`config.mk`:
```
export PLATFORM = sky130hd
export DESIGN_NAME = booth_seq_multiplier
export DESIGN_NICKNAME = d
export VERILOG_FILES = /design/src/rtl/booth_seq_multiplier.sv
export SDC_FILE = /design/constraint.sdc
export NUM_CORES = 1
export LEC_CHECK = 0
export BUFFER_PORTS_ARGS = -buffer_cell sky130_fd_sc_hd__buf_2
export CAP_MARGIN = 5
export CORE_MARGIN = 2
export CORE_UTILIZATION = 60
export DETAILED_ROUTE_END_ITERATION = 8
export PLACE_DENSITY = 0.88
export SKIP_LAST_GASP = 1
export SLEW_MARGIN = 10
export SYNTH_ARGS = -nofsm -noshare
export SYNTH_HDL_FRONTEND = slang
export SYNTH_SLANG_ARGS = --single-unit
```
`constraint.sdc`:
```
create_clock -name clk -period 6.39 [get_ports clk]
set_input_delay 0 -clock clk [delete_from_list [all_inputs] [get_ports clk]]
set_output_delay 0 -clock clk [all_outputs]
set_load 0.1 [all_outputs]
```
`src/rtl/booth_seq_multiplier.sv`:
```
// Radix-2 sequential signed Booth multiplier driven by an external Booth recode unit (optional BoothOp check: BOOTH_OPCHECK_EN).
// Latency: start sampled at edge k -> done pulse in the cycle after edge k+WIDTH+1; one result per WIDTH+2 cycles.
// Backpressure: none; start is ignored while busy, product holds until the next result is written.
module booth_seq_multiplier #(
    parameter int WIDTH = 32
) (
    input  logic                 clk,
    input  logic                 rst_n,
    input  logic                 start,
    input  logic [WIDTH-1:0]     multiplicand,
    input  logic [WIDTH-1:0]     multiplier,
    input  logic [1:0]           BoothOp,
    output logic                 q1,
    output logic                 q0,
    output logic                 busy,
    output logic                 done,
    output logic [2*WIDTH-1:0]   product,
    output logic                 op_err
);

    localparam int CW = $clog2(WIDTH + 1);

    typedef enum logic [1:0] {
        S_IDLE,
        S_RUN,
        S_DONE
    } state_t;

    state_t           state;
    logic [WIDTH:0]   a;
    logic [WIDTH-1:0] q;
    logic             qm1;
    logic [WIDTH:0]   m;
    logic [CW-1:0]    count;
    logic [WIDTH:0]   a_sum;

    // Booth unit sees only registered bits, so there is no loop through BoothOp.
    assign q1 = q[0];
    assign q0 = qm1;

    // One extra accumulator bit keeps -2^(WIDTH-1) multiplicands exact.
    always_comb begin
        a_sum = a;
        case (BoothOp)
            2'b01:   a_sum = a + m;
            2'b10:   a_sum = a - m;
            default: a_sum = a;
        endcase
    end

    always_ff @(posedge clk) begin
        if (!rst_n) begin
            state   <= S_IDLE;
            a       <= '0;
            q       <= '0;
            qm1     <= 1'b0;
            m       <= '0;
            count   <= '0;
            product <= '0;
            done    <= 1'b0;
            busy    <= 1'b0;
        end else begin
            done <= 1'b0;
            case (state)
                S_IDLE: begin
                    if (start) begin
                        a     <= '0;
                        q     <= multiplier;
                        qm1   <= 1'b0;
                        m     <= {multiplicand[WIDTH-1], multiplicand};
                        count <= CW'(WIDTH);
                        busy  <= 1'b1;
                        state <= S_RUN;
                    end
                end
                S_RUN: begin
                    a     <= {a_sum[WIDTH], a_sum[WIDTH:1]};
                    q     <= {a_sum[0], q[WIDTH-1:1]};
                    qm1   <= q[0];
                    count <= count - CW'(1);
                    if (count == CW'(1))
                        state <= S_DONE;
                end
                S_DONE: begin
                    product <= {a[WIDTH-1:0], q};
                    done    <= 1'b1;
                    busy    <= 1'b0;
                    state   <= S_IDLE;
                end
                default: state <= S_IDLE;
            endcase
        end
    end

`ifdef BOOTH_OPCHECK_EN
    logic [1:0] exp_op;

    always_comb begin
        exp_op = 2'b00;
        case ({q1, q0})
            2'b01:   exp_op = 2'b01;
            2'b10:   exp_op = 2'b10;
            default: exp_op = 2'b00;
        endcase
    end

    // Sticky until reset; the datapath still obeys whatever BoothOp arrived.
    always_ff @(posedge clk) begin
        if (!rst_n)
            op_err <= 1'b0;
        else if (state == S_RUN && BoothOp != exp_op)
            op_err <= 1'b1;
    end
`else
    assign op_err = 1'b0;
`endif

endmodule

```
# Yosys cells after proc, flatten, opt, wreduce, memory -nomap -nowiden
# Index checks and enable logic that the tools add are counted.
dict set report totals {
  reg_bits 172
  inputBits 69
  elab_cells 41
}
dict set report classes {
  n_addsub 3
  eq_ne 7
  mux 15
  reduce_logical 7
}
# cell n
set ops {}
lappend ops {{$pmux 33 s2} 2}
lappend ops {{$pmux 32 s2} 1}
lappend ops {{$add 33x33->33} 1}
lappend ops {{$mux 33} 1}
lappend ops {{$sub 33x33->33} 1}
lappend ops {{$mux 32} 1}
lappend ops {{$pmux 6 s2} 1}
lappend ops {{$reduce_and 2->1} 4}
lappend ops {{$eq 6x1->1 const B} 1}
lappend ops {{$mux 6} 1}
lappend ops {{$sub 6x1->6 const B} 1}
lappend ops {{$eq 2x1->1 const B} 2}
lappend ops {{$eq 2x2->1 const B} 2}
lappend ops {{$mux 2} 2}
lappend ops {{$ne 2x2->1 const B} 2}
lappend ops {{$pmux 1 s2} 2}
lappend ops {{$pmux 2 s2} 1}
lappend ops {{$reduce_bool 2->1} 2}
lappend ops {{$mux 1} 3}
lappend ops {{$logic_not 2->1} 1}

# Logic depth before layout (Yosys ltp)
# Gate-level depths: netlist of run 1.
dict set report logic_depth {
  depth_word 3
  depth_mapped 17
  depth_no_buf 17
}

# Worst setup path before layout of run 1
# No wires, ideal clock.
dict set report synth_timing {
  path_kind {register to register}
  from {reg m[11]}
  to {reg a[27]}
  setup_time_ns 0.115
  arrival_time_ns 3.863
  required_time_ns 6.275
  setup_slack_ns 2.413
  stages_incl_launch_ff 16
  synth_period_minus_slack_ns 3.977
  path_cell_list {dfxtp_1 or4_4 nor4_4 or2b_1 o41a_1 xnor2_1 ha_1 clkbuf_1 a21o_1 a21o_1 a21oi_1 nor2_1 a211oi_1 o31ai_2 xnor2_1 a2111oi_0}
}
dict set report synth_via {
  elab_chain_cells 3
  elab_cells_between_ends 4
}
# element line_no
set synth_rtl {}
lappend synth_rtl {{start: declaration} 33} ;# logic [WIDTH:0] m;
lappend synth_rtl {{start signal: assignment} 70} ;# m <= {multiplicand[WIDTH-1], multiplicand};
lappend synth_rtl {{$sub 33x33->33 / $add 33x33->33 (equally long branches)} {46, 45}}
lappend synth_rtl {{$pmux 33 s2 (*)} 44} ;# case (BoothOp)
lappend synth_rtl {{$pmux 33 s2 (*)} 64} ;# case (state)
lappend synth_rtl {{end signal: assignment} 77} ;# a <= {a_sum[WIDTH], a_sum[WIDTH:1]};
lappend synth_rtl {{end: declaration} 30} ;# logic [WIDTH:0] a;
# Every way passes the cells marked *; elsewhere a longest branch is shown, timed or not.
# A chain may end at the register's enable or synchronous reset.

# Worst setup path after layout of run 1
# Same ends and word-level chain as after synthesis.

==> out/results.txt, run 1 <==
CP startpoint kind = flop
Post-synth EDFFs = 0
RSZ-0062 raised after global routing = no
vias in the first global route = 7536
WL/cell = 18.0 microns
Switching Share = 31.3%
worst setup path category = flop to flop
Post-route DRC = 0
final worst path period share = 71.1%
final wirelength = 23100 microns
most frequent cell after synthesis = dfxtp_1
Antenna Nets Post-Route = 0
skew final = 11.1 ps
f_max = 0.220 GHz
Syn. warnings = 0
I/O Buffers = 136
CTS Buf Count = 17
fin util = 73.8%
Max Cap Viol = 0
post-synth top area share = 40.1%
combinational power share = 23.3%
Final Hold Fails = 0
final-layout fill cell count = 986
synth cell count leaders = dfxtp_1 (171), nand2_1 (100), a21oi_1 (95)
Max-Slew Margin vs Limit = 28.6%
H-tree depth = 4
Core Area = 13900 sq um
Longest Clk Path Bufs = 2
Syn Nets = 1065
register area share after synthesis = 40.1%
post-synthesis cell type count = 64
Setup-failing EPs final = 0
first-pass iteration count of the detailed router = 7
CTS tree = done
part of the power in the clock network = 35.9%
Ports = 138
Max VDD drop = 0.207 mV
Die W = 123 microns
# diodes = 0
Worst-Skew Late Latency = 440 ps
share of cells above drive strength 1 = 20.5%
Min-Delay Path Class = primary input to flop
die footprint = 15200 sq um
cell taking the most area after synthesis = dfxtp_1
CP max FO = 7
Total GRT Usage = 30.7%
Synth Flop Type = dfxtp_1
clock slew at reported path FFs = 70 ps
pin count of the biggest net entering global routing = 72
Site Rows = 43
DRT iter0 DRCs = 821
Critical Path End Type = flop
P_leak = 4.41 nW
Syn Std Cell Area = 8530 sq um
Inst Count DP = 1213
Post-Layout Cell Count = 1284
routability congestion estimate = 0.965
Slew Viols, Final = 0
area delta synth->final = 20.1%
post-DR vias/cell = 6.32
initial antenna violation count = 0
root buf cell = clkbuf_16
pwr/cell area = 284 nW/um^2
cell count after synthesis = 959
min cycle time layout = 4540 ps
CTS sink cnt = 171
global route overflow = 0
DP Worst Slack = 1950 ps
Detail Placement HPWL = 14400 microns
CTS resizes = 0
Setup TNS = 0 ps
Worst EP required = 6700 ps
Via Count = 8111
first-pass GRT wire length = 37200 microns
Flop pwr share = 40.8%
fin worst setup slack = 1850 ps
die height = 123 microns
Post-synth ARST share = 0%
Psw = 0.000909 W
#FFs+latches synth = 171
# nets final = 1198
status = completed
worst slew pin tran = 1070 ps
Worst Path Arrival = 4850 ps
Area contributors post-synth = dfxtp_1 (40%), a22o_1 (6.6%), a21oi_1 (5.6%)
Int Pwr = 0.00200 W
Initial Utilization = 61.4%
Pwr Total = 0.00291 W
Avg Inst Size Synth = 8.89 sq um
[worst max-delay path, cell delays in order, from the launching register on]
cell and delay [ps]:
dfxtp_1 370, or4_4 610, nor4_4 260, or2b_1 280, nor4b_1 750, a21oi_1 190
xnor2_1 160, ha_1 370, a21oi_1 210, nor2_1 80, a211oi_1 380, o31ai_2 180
xnor2_1 160, a2111oi_0 430
[cells by family (layout without fill, tap and decap cells)]
kind of cell             after synthesis  after routing  synth area share [%]
multiplexers                           4              4                 0.484
adder cells (fa/ha/maj)               37             37                  5.52
XOR/XNOR                              59             59                  6.15
buffers and inverters                 89            234                  3.96
AND/OR/NAND/NOR                      263            263                  13.9
AO/OA/AOI/OAI                        335            335                  29.8
flip-flops                           171            171                  40.1
other                                  1              1                0.0440
[layer usage]
metal / wire length, microns / global-route usage (%)
met3: 1830 / 6.09
met4: 555 / 10.8
met1: 9600 / 39.5
met5: 0 / 0
met2: 11100 / 51.3
[cell usage in the layout (no fill, tap or decap), drive strengths merged, types with 6 or more instances in the layout]
cell type    count
o221a           31
nor2            92
inv             22
a21oi           97
clkbuf          19
and3             6
nand2          100
o21a             6
a2bb2oi         32
a22oi            9
nand3           11
dlygate4sd3     40
nor3            11
dfxtp          171
a22o            64
o21ai           18
buf            147
o31ai            6
a21o            15
xnor2           44
o22ai            7
nor2b            7
xor2            15
ha              36
a211oi           6
a31oi            9
a222oi          14
[final timing paths]
path              slack (ps)  cells after the start           to      startpoint
setup / recovery        1850                     13        a[27]           m[11]
hold / removal             9                      4        q[15]  multiplier[15]
setup reg to reg        1850                     13        a[27]           m[11]
hold reg to reg          480                      1  product[34]     product[34]
[timing repair]
action                                 in CTS  in global routing
buffers inserted                            0                  0
hold buffers                               40                  0
endpoints found under the hold margin      40                  0
[registers in the layout, indices dropped and copies added (netlist names)]
signal   cells
a           32
busy         1
count        6
done         1
m           32
product     64
q           32
q0           1
state        2
[stage by stage]
| step | hold slack (ps) | area [sq um] |
|---|---|---|
| final | 9.01 | 10200 |
| after global routing | 20.0 | 10200 |
| after CTS | 2.24 | 10200 |
| after detailed placement | 250 | 9260 |
| after global placement | 244 | 9260 |
| after floorplan | 136 | 8530 |
[layout make-up]
class	instances	area (sq um)	share of cell area (%)
Clock buffer	19	433	4.23
Sequential cell	171	3420	33.4
Inverter	16	60.1	0.586
Clock inverter	12	153	1.49
Timing Repair Buffer	187	1160	11.4
Multi-Input combinational cell	699	4790	46.7
Tap cell	180	225	2.20
[power by group through the flow]
| stage | logic (W) | clock network [W] | registers [W] |
|---|---|---|---|
| 5_1_grt | 0.000742 | 0.00109 | 0.00119 |
| 3_5_place_dp | 0.000634 | 0 | 0.00121 |
| 6_report | 0.000678 | 0.00104 | 0.00118 |
| 3_3_place_gp | 0.000619 | 0 | 0.00120 |
| 4_1_cts | 0.000662 | 0.00105 | 0.00118 |
| 2_1_floorplan | 0.000494 | 0 | 0.00120 |
No activity file was read; power rests on OpenSTA's default activity.
==> run 2: changes to the inputs <==
--- a/config.mk
+++ b/config.mk
@@ -5,12 +5,13 @@
 export SDC_FILE = /design/constraint.sdc
 export NUM_CORES = 1
 export LEC_CHECK = 0
+export ABC_AREA = 1
 export BUFFER_PORTS_ARGS = -buffer_cell sky130_fd_sc_hd__buf_2
 export CAP_MARGIN = 5
 export CORE_MARGIN = 2
-export CORE_UTILIZATION = 60
+export CORE_UTILIZATION = 52
 export DETAILED_ROUTE_END_ITERATION = 8
-export PLACE_DENSITY = 0.88
+export PLACE_DENSITY = 0.81
 export SKIP_LAST_GASP = 1
 export SLEW_MARGIN = 10
 export SYNTH_ARGS = -nofsm -noshare
==> constraint.sdc (replaced) <==
create_clock -name clk -period 4.15 [get_ports clk]
set_input_delay 0 -clock clk [delete_from_list [all_inputs] [get_ports clk]]
set_output_delay 0 -clock clk [all_outputs]
set_load 0.1 [all_outputs]
==> out/results.txt, run 2 <==
combinational power share = 24.5% (was 23.3%)
Max VDD drop = 0.319 mV (was 0.207 mV)
Avg Inst Size Synth = 6.83 sq um (was 8.89 sq um)
Area contributors post-synth = dfxtp_1 (37%), nand2_1 (13%), nor2_1 (6.9%) (was dfxtp_1 (40%), a22o_1 (6.6%), a21oi_1 (5.6%))
routing usage on met3 = 5.81% (was 6.09%)
Total GRT Usage = 30.6% (was 30.7%)
Syn. warnings = 0 (unchanged)
clock slew at reported path FFs = 70 ps (about the same)
cell count after synthesis = 1355 (was 959)
vias in the first global route = 9063 (was 7536)
worst setup path category = flop to flop (unchanged)
Max-Slew Margin vs Limit = 52.6% (was 28.6%)
max reg flops = 64 (unchanged)
WL/cell = 16.1 microns (was 18.0 microns)
#FFs+latches synth = 171 (unchanged)
Setup TNS = 0 ps (unchanged)
Post-synth ARST share = 0% (unchanged)
Max Cap Viol = 0 (unchanged)
part of the power in the clock network = 35.2% (was 35.9%)
die height = 137 microns (was 123 microns)
f_max = 0.313 GHz (was 0.220 GHz)
Syn Nets = 1461 (was 1065)
initial antenna violation count = 0 (unchanged)
crit-path leading delay family = simple AND/OR/NAND/NOR gates (unchanged)
post-DR vias/cell = 5.56 (was 6.32)
routability congestion estimate = 0.989 (was 0.965)
CTS tree = done (unchanged)
share of cells above drive strength 1 = 15.2% (was 20.5%)
Setup-failing EPs final = 0 (unchanged)
first-pass iteration count of the detailed router = 5 (was 7)
pwr/cell area = 402 nW/um^2 (was 284 nW/um^2)
Final Hold Fails = 0 (unchanged)
Critical Path End Type = flop (unchanged)
pin count of the biggest net entering global routing = 67 (was 72)
Antenna Nets Post-Route = 0 (unchanged)
Post-route DRC = 0 (unchanged)
first-pass GRT wire length = 45400 microns (was 37200 microns)
skew final = 12.6 ps (was 11.1 ps)
Site Rows = 48 (was 43)
CP max FO = 4 (was 7)
Flop pwr share = 40.3% (was 40.8%)
min cycle time layout = 3200 ps (was 4540 ps)
worst slew pin tran = 710 ps (was 1070 ps)
CP Cell Sequence = clkinv_2, ha_1, nand2_2, nor2_4, nand2_2, inv_2, nand2_1, nand2_1, o21ai_0, xor2_1, ha_1, a21oi_1, o21ai_1, a21oi_1, nand2_1, or2_1, nand3_1, a21oi_1 (was or4_4, nor4_4, or2b_1, nor4b_1, a21oi_1, xnor2_1, ha_1, a21oi_1, nor2_1, a211oi_1, o31ai_2, xnor2_1, a2111oi_0)
CTS resizes = 0 (unchanged)
Switching Share = 35.1% (was 31.3%)
register area share after synthesis = 37.0% (was 40.1%)
status = completed (unchanged)
Synth Flop Type = dfxtp_1 (unchanged)
Psw = 0.00159 W (was 0.000909 W)
most frequent cell after synthesis = nand2_1 (was dfxtp_1)
Int Pwr = 0.00294 W (was 0.00200 W)
Core Area = 17400 sq um (was 13900 sq um)
M2 GR Usage = 47.5% (was 51.3%)
# nets final = 1629 (was 1198)
Worst-Skew Late Latency = 440 ps (about the same)
global route overflow = 0 (unchanged)
final wirelength = 28400 microns (was 23100 microns)
leading cell type in the layout, fill and taps excluded = nand2_1 (was dfxtp_1)
peak-usage layer in the global routing report = met2 (unchanged)
synth cell count leaders = nand2_1 (321), dfxtp_1 (171), nor2_1 (169) (was dfxtp_1 (171), nand2_1 (100), a21oi_1 (95))
final worst path period share = 77.1% (was 71.1%)
slowest CP cell = dfxtp_1 (was nor4b_1)
post-synthesis cell type count = 53 (was 64)
root buf cell = clkbuf_16 (unchanged)
Longest Clk Path Bufs = 2 (unchanged)
I/O Buffers = 136 (unchanged)
CP startpoint kind = flop (unchanged)
RSZ-0062 raised after global routing = no (unchanged)
CTS Buf Count = 17 (unchanged)
critical path buffer and inverter count = 2 (was 0)
Worst EP required = 4450 ps (was 6700 ps)
Via Count = 9803 (was 8111)
P_leak = 5.18 nW (was 4.41 nW)
cell taking the most area after synthesis = dfxtp_1 (unchanged)
Post-synth EDFFs = 0 (unchanged)
die footprint = 18900 sq um (was 15200 sq um)
area delta synth->final = 22.0% (was 20.1%)
Biggest register = product (unchanged)
fin util = 65.0% (was 73.8%)
Syn Std Cell Area = 9250 sq um (was 8530 sq um)
DRT iter0 DRCs = 893 (was 821)
Min-Delay Path Class = primary input to flop (unchanged)
GR Util met1 = 42.1% (was 39.5%)
Slew Viols, Final = 0 (unchanged)
Detail Placement HPWL = 19100 microns (was 14400 microns)
post-synth top area share = 37.0% (was 40.1%)
Initial Utilization = 53.3% (was 61.4%)
critical path's largest stage delay = 350 ps (was 750 ps)
CTS sink cnt = 171 (unchanged)
Ports = 138 (unchanged)
Die W = 137 microns (was 123 microns)
H-tree depth = 4 (unchanged)
Worst Path Arrival = 3500 ps (was 4850 ps)
commonest non-fill, non-tap cells in the layout = nand2_1 (320), dfxtp_1 (171), nor2_1 (167), buf_2 (135), nand3_1 (113) (was dfxtp_1 (171), buf_2 (136), nand2_1 (100), a21oi_1 (94), nor2_1 (91))
## run 2: cell types whose count changed after synthesis, moves of 31 or more
cell	before	now
a2bb2oi_1	32	0
nand2_1	100	321
a22o_1	64	0
o21ai_0	17	82
inv_1	14	110
nand3_1	11	113
nor2_1	92	169
o221a_2	31	0
## run 2: layout make-up
class	count	area [sq um]
diodes	1	2.50
repair buffers	212	1410
well taps	225	282
clock inverters	14	146
clock buffers	18	439
flip-flops and latches	171	3420
fillers	1504	6070
inverters	124	467
multi-input cells	997	5110
## run 2: kinds of logic after synthesis
family / after synthesis / share of synthesized area [%]
and+or+nand+nor: 666 / 31.0
AOI/OAI and AO/OA: 261 / 15.9
buffers and inverters: 187 / 7.89
DFF: 171 / 37.0
adders and majority gates: 37 / 5.09
xor gates and xnor gates: 32 / 3.03
other: 1 / 0.0405
## run 2: final timing paths
| path | depth (start not counted) | start | endpoint | slack [ps] |
|---|---|---|---|---|
| min | 3 | rst_n | count[0] | 40 |
| max reg2reg | 18 | m[0] | a[16] | 950 |
| min reg2reg | 2 | product[60] | product[60] | 470 |
| max | 18 | m[0] | a[16] | 950 |
## run 2: what timing repair did
| item | in CTS | in global routing |
|---|---|---|
| buffers inserted | 0 | 0 |
| hold buffers | 64 | 0 |
| hold endpoints to repair | 64 | 0 |
## run 2: power by group through the flow
stage | combinational [W] | sequential (W) | clock (W)
2_1_floorplan | 0.000760 | 0.00185 | 0
5_1_grt | 0.00124 | 0.00184 | 0.00167
3_3_place_gp | 0.00101 | 0.00186 | 0
6_report | 0.00111 | 0.00183 | 0.00159
4_1_cts | 0.00109 | 0.00182 | 0.00161
3_5_place_dp | 0.00103 | 0.00186 | 0
## run 2: per-stage QoR
step | std cells | setup slack, ps | power, W | hold slack [ps] | cell area [sq um]
after global routing | 1761 | 720 | 0.00475 | 64.7 | 11300
after detailed placement | 1665 | 1070 | 0.00289 | 227 | 10100
after global placement | 1665 | 1100 | 0.00287 | 222 | 10100
after CTS | 1761 | 1050 | 0.00452 | 25.5 | 11300
after floorplan | 1355 | 1530 | 0.00261 | 135 | 9250
final | 1762 | 950 | 0.00453 | 44.5 | 11300
## run 2: tightest hold or removal path, delay by kind of cell
family          cells  cell delay (ps)
compound gates      2              180
buf+inv             1              250
## run 2: routing by layer
metal  routed length, microns  part of all wire (%)
met3                     2290                   8.0
met2                    12700                    45
met1                    12700                    44
met4                      817                   2.9
met5                        0                     0
